<file path="src/rtl/control_unit.sv">
// control_unit: hard-wired sequencer for the datapath.
// It runs a fixed fetch (T0, optional T1W wait cycles, T1, T2) and then an execute
// sequence chosen by IR[31:27]. All outputs are Moore-decoded from the state
// register and the opcode. The one exception is the br PC load in T6, which also
// uses CON_FF.
// Ports:
//   clk, clr     : clock; asynchronous active-low reset
//   IR           : instruction register contents (opcode in [31:27])
//   CON_FF       : branch condition, used combinationally in br T6
//   Stop         : level request to pause at the next instruction boundary
//   Read..Rout   : active-high datapath strobes
//   Run          : high while fetching or executing
//   illegal_op   : single-cycle pulse in T3 for an undefined opcode
module control_unit #(
  parameter int unsigned MEM_WAIT = 0
) (
  input  logic        clk,
  input  logic        clr,
  input  logic [31:0] IR,
  input  logic        CON_FF,
  input  logic        Stop,
  output logic        Read,
  output logic        Write,
  output logic        IncPC,
  output logic        PC_enable,
  output logic        Z_enable,
  output logic        MDR_enable,
  output logic        MAR_enable,
  output logic        Y_enable,
  output logic        HI_enable,
  output logic        LO_enable,
  output logic        IR_enable,
  output logic        OutPort_enable,
  output logic        PCout,
  output logic        ZHighout,
  output logic        ZLowout,
  output logic        HIout,
  output logic        LOout,
  output logic        MDRout,
  output logic        InPortout,
  output logic        Cout,
  output logic        BAout,
  output logic        CONin,
  output logic        Gra,
  output logic        Grb,
  output logic        Grc,
  output logic        Rin,
  output logic        Rout,
  output logic        Run,
  output logic        illegal_op
);

  localparam int unsigned OP_W  = 5;
  localparam int unsigned CNT_W = 2;
  localparam logic [CNT_W-1:0] WAIT_N    = CNT_W'(MEM_WAIT);
  localparam logic [CNT_W-1:0] WAIT_LAST = CNT_W'(MEM_WAIT - 1);

  typedef enum logic [3:0] {
    ST_RESET, ST_T0, ST_T1W, ST_T1, ST_T2, ST_T3, ST_T4, ST_T5, ST_T6, ST_T7,
    ST_STOPPED, ST_HALTED
  } state_t;

  typedef enum logic [3:0] {
    C_LD, C_LDI, C_ST, C_ALU, C_IMM, C_MD, C_BR, C_JR, C_IN, C_OUT,
    C_MFHI, C_MFLO, C_NOP, C_HALT, C_ILL
  } op_class_t;

  state_t           state;
  state_t           last_step;
  state_t           end_state;
  op_class_t        op_class;
  logic [CNT_W-1:0] wait_cnt;
  logic [OP_W-1:0]  opcode;
  logic             ld_wait;
  logic             seq_done;
  logic             unused_ir;

  assign opcode    = IR[31:27];
  assign unused_ir = ^IR[26:0];

  // Opcode to instruction class
  always_comb begin
    op_class = C_ILL;
    case (opcode)
      5'd0:                                     op_class = C_LD;
      5'd1:                                     op_class = C_LDI;
      5'd2:                                     op_class = C_ST;
      5'd3, 5'd4, 5'd5, 5'd6, 5'd7, 5'd8, 5'd9, 5'd10: op_class = C_ALU;
      5'd11, 5'd12, 5'd13:                      op_class = C_IMM;
      5'd14, 5'd15:                             op_class = C_MD;
      5'd18:                                    op_class = C_BR;
      5'd19:                                    op_class = C_JR;
      5'd21:                                    op_class = C_IN;
      5'd22:                                    op_class = C_OUT;
      5'd23:                                    op_class = C_MFHI;
      5'd24:                                    op_class = C_MFLO;
      5'd25:                                    op_class = C_NOP;
      5'd26:                                    op_class = C_HALT;
      default:                                  op_class = C_ILL;
    endcase
  end

  // Final step of each class; nop and halt finish with the fetch
  always_comb begin
    last_step = ST_T3;
    case (op_class)
      C_LD, C_ST:          last_step = ST_T7;
      C_LDI, C_ALU, C_IMM: last_step = ST_T5;
      C_MD, C_BR:          last_step = ST_T6;
      C_NOP, C_HALT:       last_step = ST_T2;
      default:             last_step = ST_T3;
    endcase
  end

  // ld holds T6 with Read only until the memory wait count is reached
  assign ld_wait   = (state == ST_T6) && (op_class == C_LD) && (wait_cnt != WAIT_N);
  assign seq_done  = (state == last_step) && !ld_wait;
  assign end_state = Stop ? ST_STOPPED : ST_T0;

  // Sequencer state and wait counter
  always_ff @(posedge clk or negedge clr) begin
    if (!clr) begin
      state    <= ST_RESET;
      wait_cnt <= '0;
    end else begin
      wait_cnt <= '0;
      case (state)
        ST_RESET: state <= ST_T0;
        ST_T0:    state <= (MEM_WAIT != 0) ? ST_T1W : ST_T1;
        ST_T1W: begin
          if (wait_cnt == WAIT_LAST) state <= ST_T1;
          else                       wait_cnt <= wait_cnt + CNT_W'(1);
        end
        ST_T1: state <= ST_T2;
        ST_T2: begin
          if (op_class == C_HALT) state <= ST_HALTED;
          else if (seq_done)      state <= end_state;
          else                    state <= ST_T3;
        end
        ST_T3: state <= seq_done ? end_state : ST_T4;
        ST_T4: state <= seq_done ? end_state : ST_T5;
        ST_T5: state <= seq_done ? end_state : ST_T6;
        ST_T6: begin
          if (ld_wait)       wait_cnt <= wait_cnt + CNT_W'(1);
          else if (seq_done) state <= end_state;
          else               state <= ST_T7;
        end
        ST_T7:      state <= end_state;
        ST_STOPPED: if (!Stop) state <= ST_T0;
        ST_HALTED:  state <= ST_HALTED;
        default:    state <= ST_RESET;
      endcase
    end
  end

  // Strobe decode from state and opcode class
  always_comb begin
    Read = 1'b0; Write = 1'b0; IncPC = 1'b0; PC_enable = 1'b0; Z_enable = 1'b0;
    MDR_enable = 1'b0; MAR_enable = 1'b0; Y_enable = 1'b0; HI_enable = 1'b0;
    LO_enable = 1'b0; IR_enable = 1'b0; OutPort_enable = 1'b0; PCout = 1'b0;
    ZHighout = 1'b0; ZLowout = 1'b0; HIout = 1'b0; LOout = 1'b0; MDRout = 1'b0;
    InPortout = 1'b0; Cout = 1'b0; BAout = 1'b0; CONin = 1'b0; Gra = 1'b0;
    Grb = 1'b0; Grc = 1'b0; Rin = 1'b0; Rout = 1'b0; illegal_op = 1'b0;
    Run = !((state == ST_RESET) || (state == ST_STOPPED) || (state == ST_HALTED));
    case (state)
      ST_T0:  begin PCout = 1'b1; MAR_enable = 1'b1; IncPC = 1'b1; PC_enable = 1'b1; end
      ST_T1W: Read = 1'b1;
      ST_T1:  begin Read = 1'b1; MDR_enable = 1'b1; end
      ST_T2:  begin MDRout = 1'b1; IR_enable = 1'b1; end
      ST_T3: begin
        case (op_class)
          C_LD, C_LDI, C_ST: begin Grb = 1'b1; BAout = 1'b1; Y_enable = 1'b1; end
          C_ALU, C_IMM:      begin Grb = 1'b1; Rout = 1'b1; Y_enable = 1'b1; end
          C_MD:              begin Gra = 1'b1; Rout = 1'b1; Y_enable = 1'b1; end
          C_BR:              begin Gra = 1'b1; Rout = 1'b1; CONin = 1'b1; end
          C_JR:              begin Gra = 1'b1; Rout = 1'b1; PC_enable = 1'b1; end
          C_IN:              begin InPortout = 1'b1; Gra = 1'b1; Rin = 1'b1; end
          C_OUT:             begin Gra = 1'b1; Rout = 1'b1; OutPort_enable = 1'b1; end
          C_MFHI:            begin HIout = 1'b1; Gra = 1'b1; Rin = 1'b1; end
          C_MFLO:            begin LOout = 1'b1; Gra = 1'b1; Rin = 1'b1; end
          C_ILL:             illegal_op = 1'b1;
          default: ;
        endcase
      end
      ST_T4: begin
        case (op_class)
          C_LD, C_LDI, C_ST, C_IMM: begin Cout = 1'b1; Z_enable = 1'b1; end
          C_ALU: begin Grc = 1'b1; Rout = 1'b1; Z_enable = 1'b1; end
          C_MD:  begin Grb = 1'b1; Rout = 1'b1; Z_enable = 1'b1; end
          C_BR:  begin PCout = 1'b1; Y_enable = 1'b1; end
          default: ;
        endcase
      end
      ST_T5: begin
        case (op_class)
          C_LD, C_ST:          begin ZLowout = 1'b1; MAR_enable = 1'b1; end
          C_LDI, C_ALU, C_IMM: begin ZLowout = 1'b1; Gra = 1'b1; Rin = 1'b1; end
          C_MD:                begin ZLowout = 1'b1; LO_enable = 1'b1; end
          C_BR:                begin Cout = 1'b1; Z_enable = 1'b1; end
          default: ;
        endcase
      end
      ST_T6: begin
        case (op_class)
          C_LD: begin Read = 1'b1; MDR_enable = !ld_wait; end
          C_ST: begin Gra = 1'b1; Rout = 1'b1; MDR_enable = 1'b1; end
          C_MD: begin ZHighout = 1'b1; HI_enable = 1'b1; end
          C_BR: begin ZLowout = 1'b1; PC_enable = CON_FF; end
          default: ;
        endcase
      end
      ST_T7: begin
        case (op_class)
          C_LD: begin MDRout = 1'b1; Gra = 1'b1; Rin = 1'b1; end
          C_ST: Write = 1'b1;
          default: ;
        endcase
      end
      default: ;
    endcase
  end

endmodule

</file>
<file path="config.mk">
export PLATFORM = sky130hd
export DESIGN_NAME = control_unit
export DESIGN_NICKNAME = d
export VERILOG_FILES = /design/src/rtl/control_unit.sv
export SDC_FILE = /design/constraint.sdc
export NUM_CORES = 1
export LEC_CHECK = 0
export ABC_AREA = 1
export BUFFER_PORTS_ARGS = -buffer_cell sky130_fd_sc_hd__buf_2
export CORE_ASPECT_RATIO = 1.2
export CORE_UTILIZATION = 35
export DETAILED_ROUTE_END_ITERATION = 10
export PLACE_DENSITY = 0.68
export SLEW_MARGIN = 15
export SYNTH_ARGS = -nofsm -noshare
export SYNTH_HDL_FRONTEND = slang
export SYNTH_SLANG_ARGS = --single-unit
</file>
<file path="constraint.sdc">
create_clock -name clk -period 4.4 [get_ports clk]
set_clock_uncertainty 0.15 [all_clocks]
set_input_delay 0.44 -clock clk [delete_from_list [all_inputs] [get_ports clk]]
set_output_delay 0.44 -clock clk [all_outputs]
set_load 0.03 [all_outputs]
</file>
==> flow_summary.rst <==
.. list-table::
   :header-rows: 1

   * - Metric
     - Value
   * - Die span in x
     - 59.0 um
   * - GRT overflow
     - 0
   * - Clock tree from TritonCTS
     - done
   * - Commonest cells after routing, fill and taps aside
     - inv_1, nand2_1, buf_2
   * - Total GRT Usage
     - approximately 17%
   * - Hold/Removal Path Class
     - register to register
   * - Hold Path Origin
     - wait_cnt[0]
   * - Die height
     - 70.4 um
   * - Max transition margin
     - 58.8%
   * - NumNets Final
     - 324
   * - Post-layout minimum cycle time
     - 3.33 ns
   * - N_diodes
     - 0
   * - Via total after detailed routing
     - 1,511
   * - Type of element launching the critical path
     - input pin
   * - Layout overhead on the synthesized area
     - 20.7%
   * - Number of gates resized after cts
     - 0
   * - Via count of the first global-routing pass
     - between 1,000 and 1,500
   * - Endpoint arrival time on the critical path
     - approximately 2.7 ns
   * - Post-CTS setup repair buffer count
     - 0
   * - Class of the most critical setup path
     - input pin to output port
   * - Syn avg cell area
     - 5.78 um2
   * - Library cell contributing the largest single delay on the critical path
     - nor3_1
   * - Buffer depth of the longest clock path
     - 2
   * - Pin count of the biggest net entering global routing
     - 10
   * - Number of setup violations in the final report
     - 0
   * - Endpoint of the worst register-to-register path
     - state[1]
   * - Detailed Route Iter0 Violations
     - 65
   * - Multi-input gate area
     - around 990 um2
   * - Setup Total Neg Slack
     - 0 ns
   * - Final Hold Violating Endpoints
     - 0
   * - Clock-pin transition on the worst setup and hold timing paths
     - 0.04 ns
   * - Share of the yosys chip area belonging to registers
     - 11.0%
   * - Most common library cell in the layout ignoring fill and taps
     - inv_1
   * - Max-cap viol count
     - 0
   * - Synthesized instance count
     - approximately 240
   * - Power per unit of standard cell area
     - 467 nW/um2
   * - Fillcell total
     - 410
   * - Number of I/O port buffers
     - 37
   * - Die footprint
     - 4150 um2
   * - Worst IR drop on VDD
     - 0.119 mV
   * - Reg2Reg Launch Point
     - state[1]
   * - Setup crit end kind
     - output port
   * - Number of antenna-violating nets in the routed design
     - 0
   * - Leakage power
     - 0.973 nW
   * - Number of rows created at floorplan
     - 24
   * - Post-synth EDFFs
     - 0
   * - I/O pin count
     - between 60 and 70
   * - Status
     - completed
   * - Slowest stage delay, CP
     - 0.27 ns
   * - Register Area
     - 150 um2
   * - R2R cell count
     - 13
   * - Largest fanout on the critical path
     - 7
   * - Per-cell routed wire length
     - 10.1 um
   * - Number of clock buffers inserted by TritonCTS
     - 3
   * - Layout cells sized above 1
     - 26.2%
   * - Required @ worst endpoint
     - 3.81 ns
   * - Initial antenna violation count
     - 0
   * - CTS root buffer
     - clkbuf_8
   * - Dpl hpwl
     - 2850 um
   * - Largest delay share family, worst path
     - simple AND/OR/NAND/NOR gates
   * - Total of warnings raised by yosys
     - 0
   * - Sinks on Clock Net
     - 6
   * - Number of H-tree levels
     - 1
   * - Buf/Inv on CP
     - 6
   * - Ratio of routed vias to standard cells
     - 4.62
   * - Part of the cycle the worst path needs
     - 75.6%
   * - Remaining design rule violation count
     - 0
   * - Routability cong.
     - approximately 0.90
   * - Maximum frequency from static timing analysis
     - approximately 0.3 GHz
   * - Slew of the pin with the lowest slew margin
     - between 0.6 and 0.7 ns
   * - Commonest register cell after synthesis
     - dfrtp_1
   * - Setup slack on the worst flop-to-flop path
     - 2.39 ns
   * - Initial standard-cell utilization of the core
     - 36.9%
   * - First-pass GRT wire length
     - between 5000 and 6000 um
   * - Min-Delay Endpoint
     - wait_cnt[0]
   * - Ordered cell list for the critical path
     - buf_2 > ha_1 > nand2_1 > nand2_1 > nand2_1 > nand3_1 > nand2_1 > inv_1 > ha_1 > inv_1 > nor2_1 > nor2_1 > inv_1 > nor2_1 > inv_1 > nor3_1 > o21ai_0 > buf_2
   * - Max-slew violations
     - 0
   * - Number of synthesized register bits
     - 6
   * - Number of optimization iterations in the first detailed-route pass
     - 4
   * - Setup repair after global routing missed its margin
     - false
   * - Library cells used by synthesis
     - 28
   * - Asr flop ratio synth
     - 100%
   * - Post-synth design cell area
     - 1360 um2
   * - Overall Power
     - between 0.7 and 0.8 mW
   * - DRT Wirelength
     - 3320 um
   * - Core area
     - 3690 um2
   * - Syn Nets
     - 283
   * - Worst hold path depth
     - 1
   * - Worst skew pair latency
     - around 0.22 ns
## logic make-up (layout without fill, tap and decap cells)
family / after synthesis / count (layout) / synth area share, %
AO/OA/AOI/OAI: 26 / 26 / 10.8
adder cells (fa/ha/maj): 11 / 11 / 10.1
buffers and inverters: 56 / 95 / 16.2
flip-flops: 6 / 6 / 11.0
AND/OR/NAND/NOR: 137 / 137 / 51.8
## sequential cells by signal, indices dropped and copies added (netlist names)
signal    flops
wait_cnt      2
state         4
## power by group
group / switching [mW] / internal, mW / total [mW]
Combinational: 0.409 / 0.168 / 0.577
Clock: 0.0221 / 0.0586 / 0.0807
Sequential: 0.0314 / 0.0799 / 0.111
Total: 0.463 / 0.307 / 0.769
## worst max-delay path by stage
stage,from,to,slack [ns],depth (start not counted)
CTS,IR[28],Y_enable,1.10,18
finish,IR[28],Y_enable,1.07,18
floorplan,IR[27],Gra,1.21,12
global placement,IR[27],ZLowout,1.09,18
global route,IR[28],Z_enable,0.83,18
detailed placement,IR[28],Y_enable,1.10,18
## cells in the mapped netlist (2+ instances only)
master,n,area [um2]
inv_1,47,176
nand2_1,45,169
nor2_1,36,135
nand3_1,19,95.1
ha_1,11,138
o21ai_0,11,55.1
nor3_1,9,45.0
nand2_2,8,50.1
dfrtp_1,6,150
inv_2,6,22.5
nor2_2,6,37.5
nand2_4,5,56.3
o21ai_1,4,20.0
a21oi_1,3,15.0
nand4_4,3,63.8
nand3_2,2,20.0
nand4_1,2,12.5
nor2_4,2,22.5
o22ai_1,2,12.5
## metrics by stage
step	utilization, %	setup WS (ns)	instances	hold slack, ns	cell area [um2]
after floorplan	-	1.21	236	-0.00559	1360
after global placement	43.2	1.09	323	0.117	1600
after detailed placement	43.2	1.10	323	0.119	1600
after CTS	44.6	1.10	327	0.318	1650
after global routing	44.6	0.830	327	0.341	1650
final	44.6	1.07	327	0.319	1650
## layout make-up
type	instances	share of cell area, %
clock buffer	3	2.51
inverter	54	12.3
multi-input combinational	174	60.3
sequential	6	9.12
tap	52	3.95
timing repair buffer	38	11.9
## layer usage
| metal | share of wire [%] | routed length, um | up-vias | GRT usage [%] |
|---|---|---|---|---|
| met5 | 0 | 0 | - | 0 |
| met4 | 0.97 | 32 | 0 | 5.03 |
| met3 | 2.8 | 93 | 4 | 0.741 |
| met2 | 48 | 1600 | 29 | 29.9 |
| met1 | 48 | 1590 | 661 | 21.3 |
| li1 | - | - | 817 | - |
## repair_timing
action / in CTS / in global routing
hold buffers: 1 / 0
endpoints found under the hold margin: 6 / 0
endpoints found under the setup margin: 0 / 0
No activity file was read; power rests on OpenSTA's default activity.
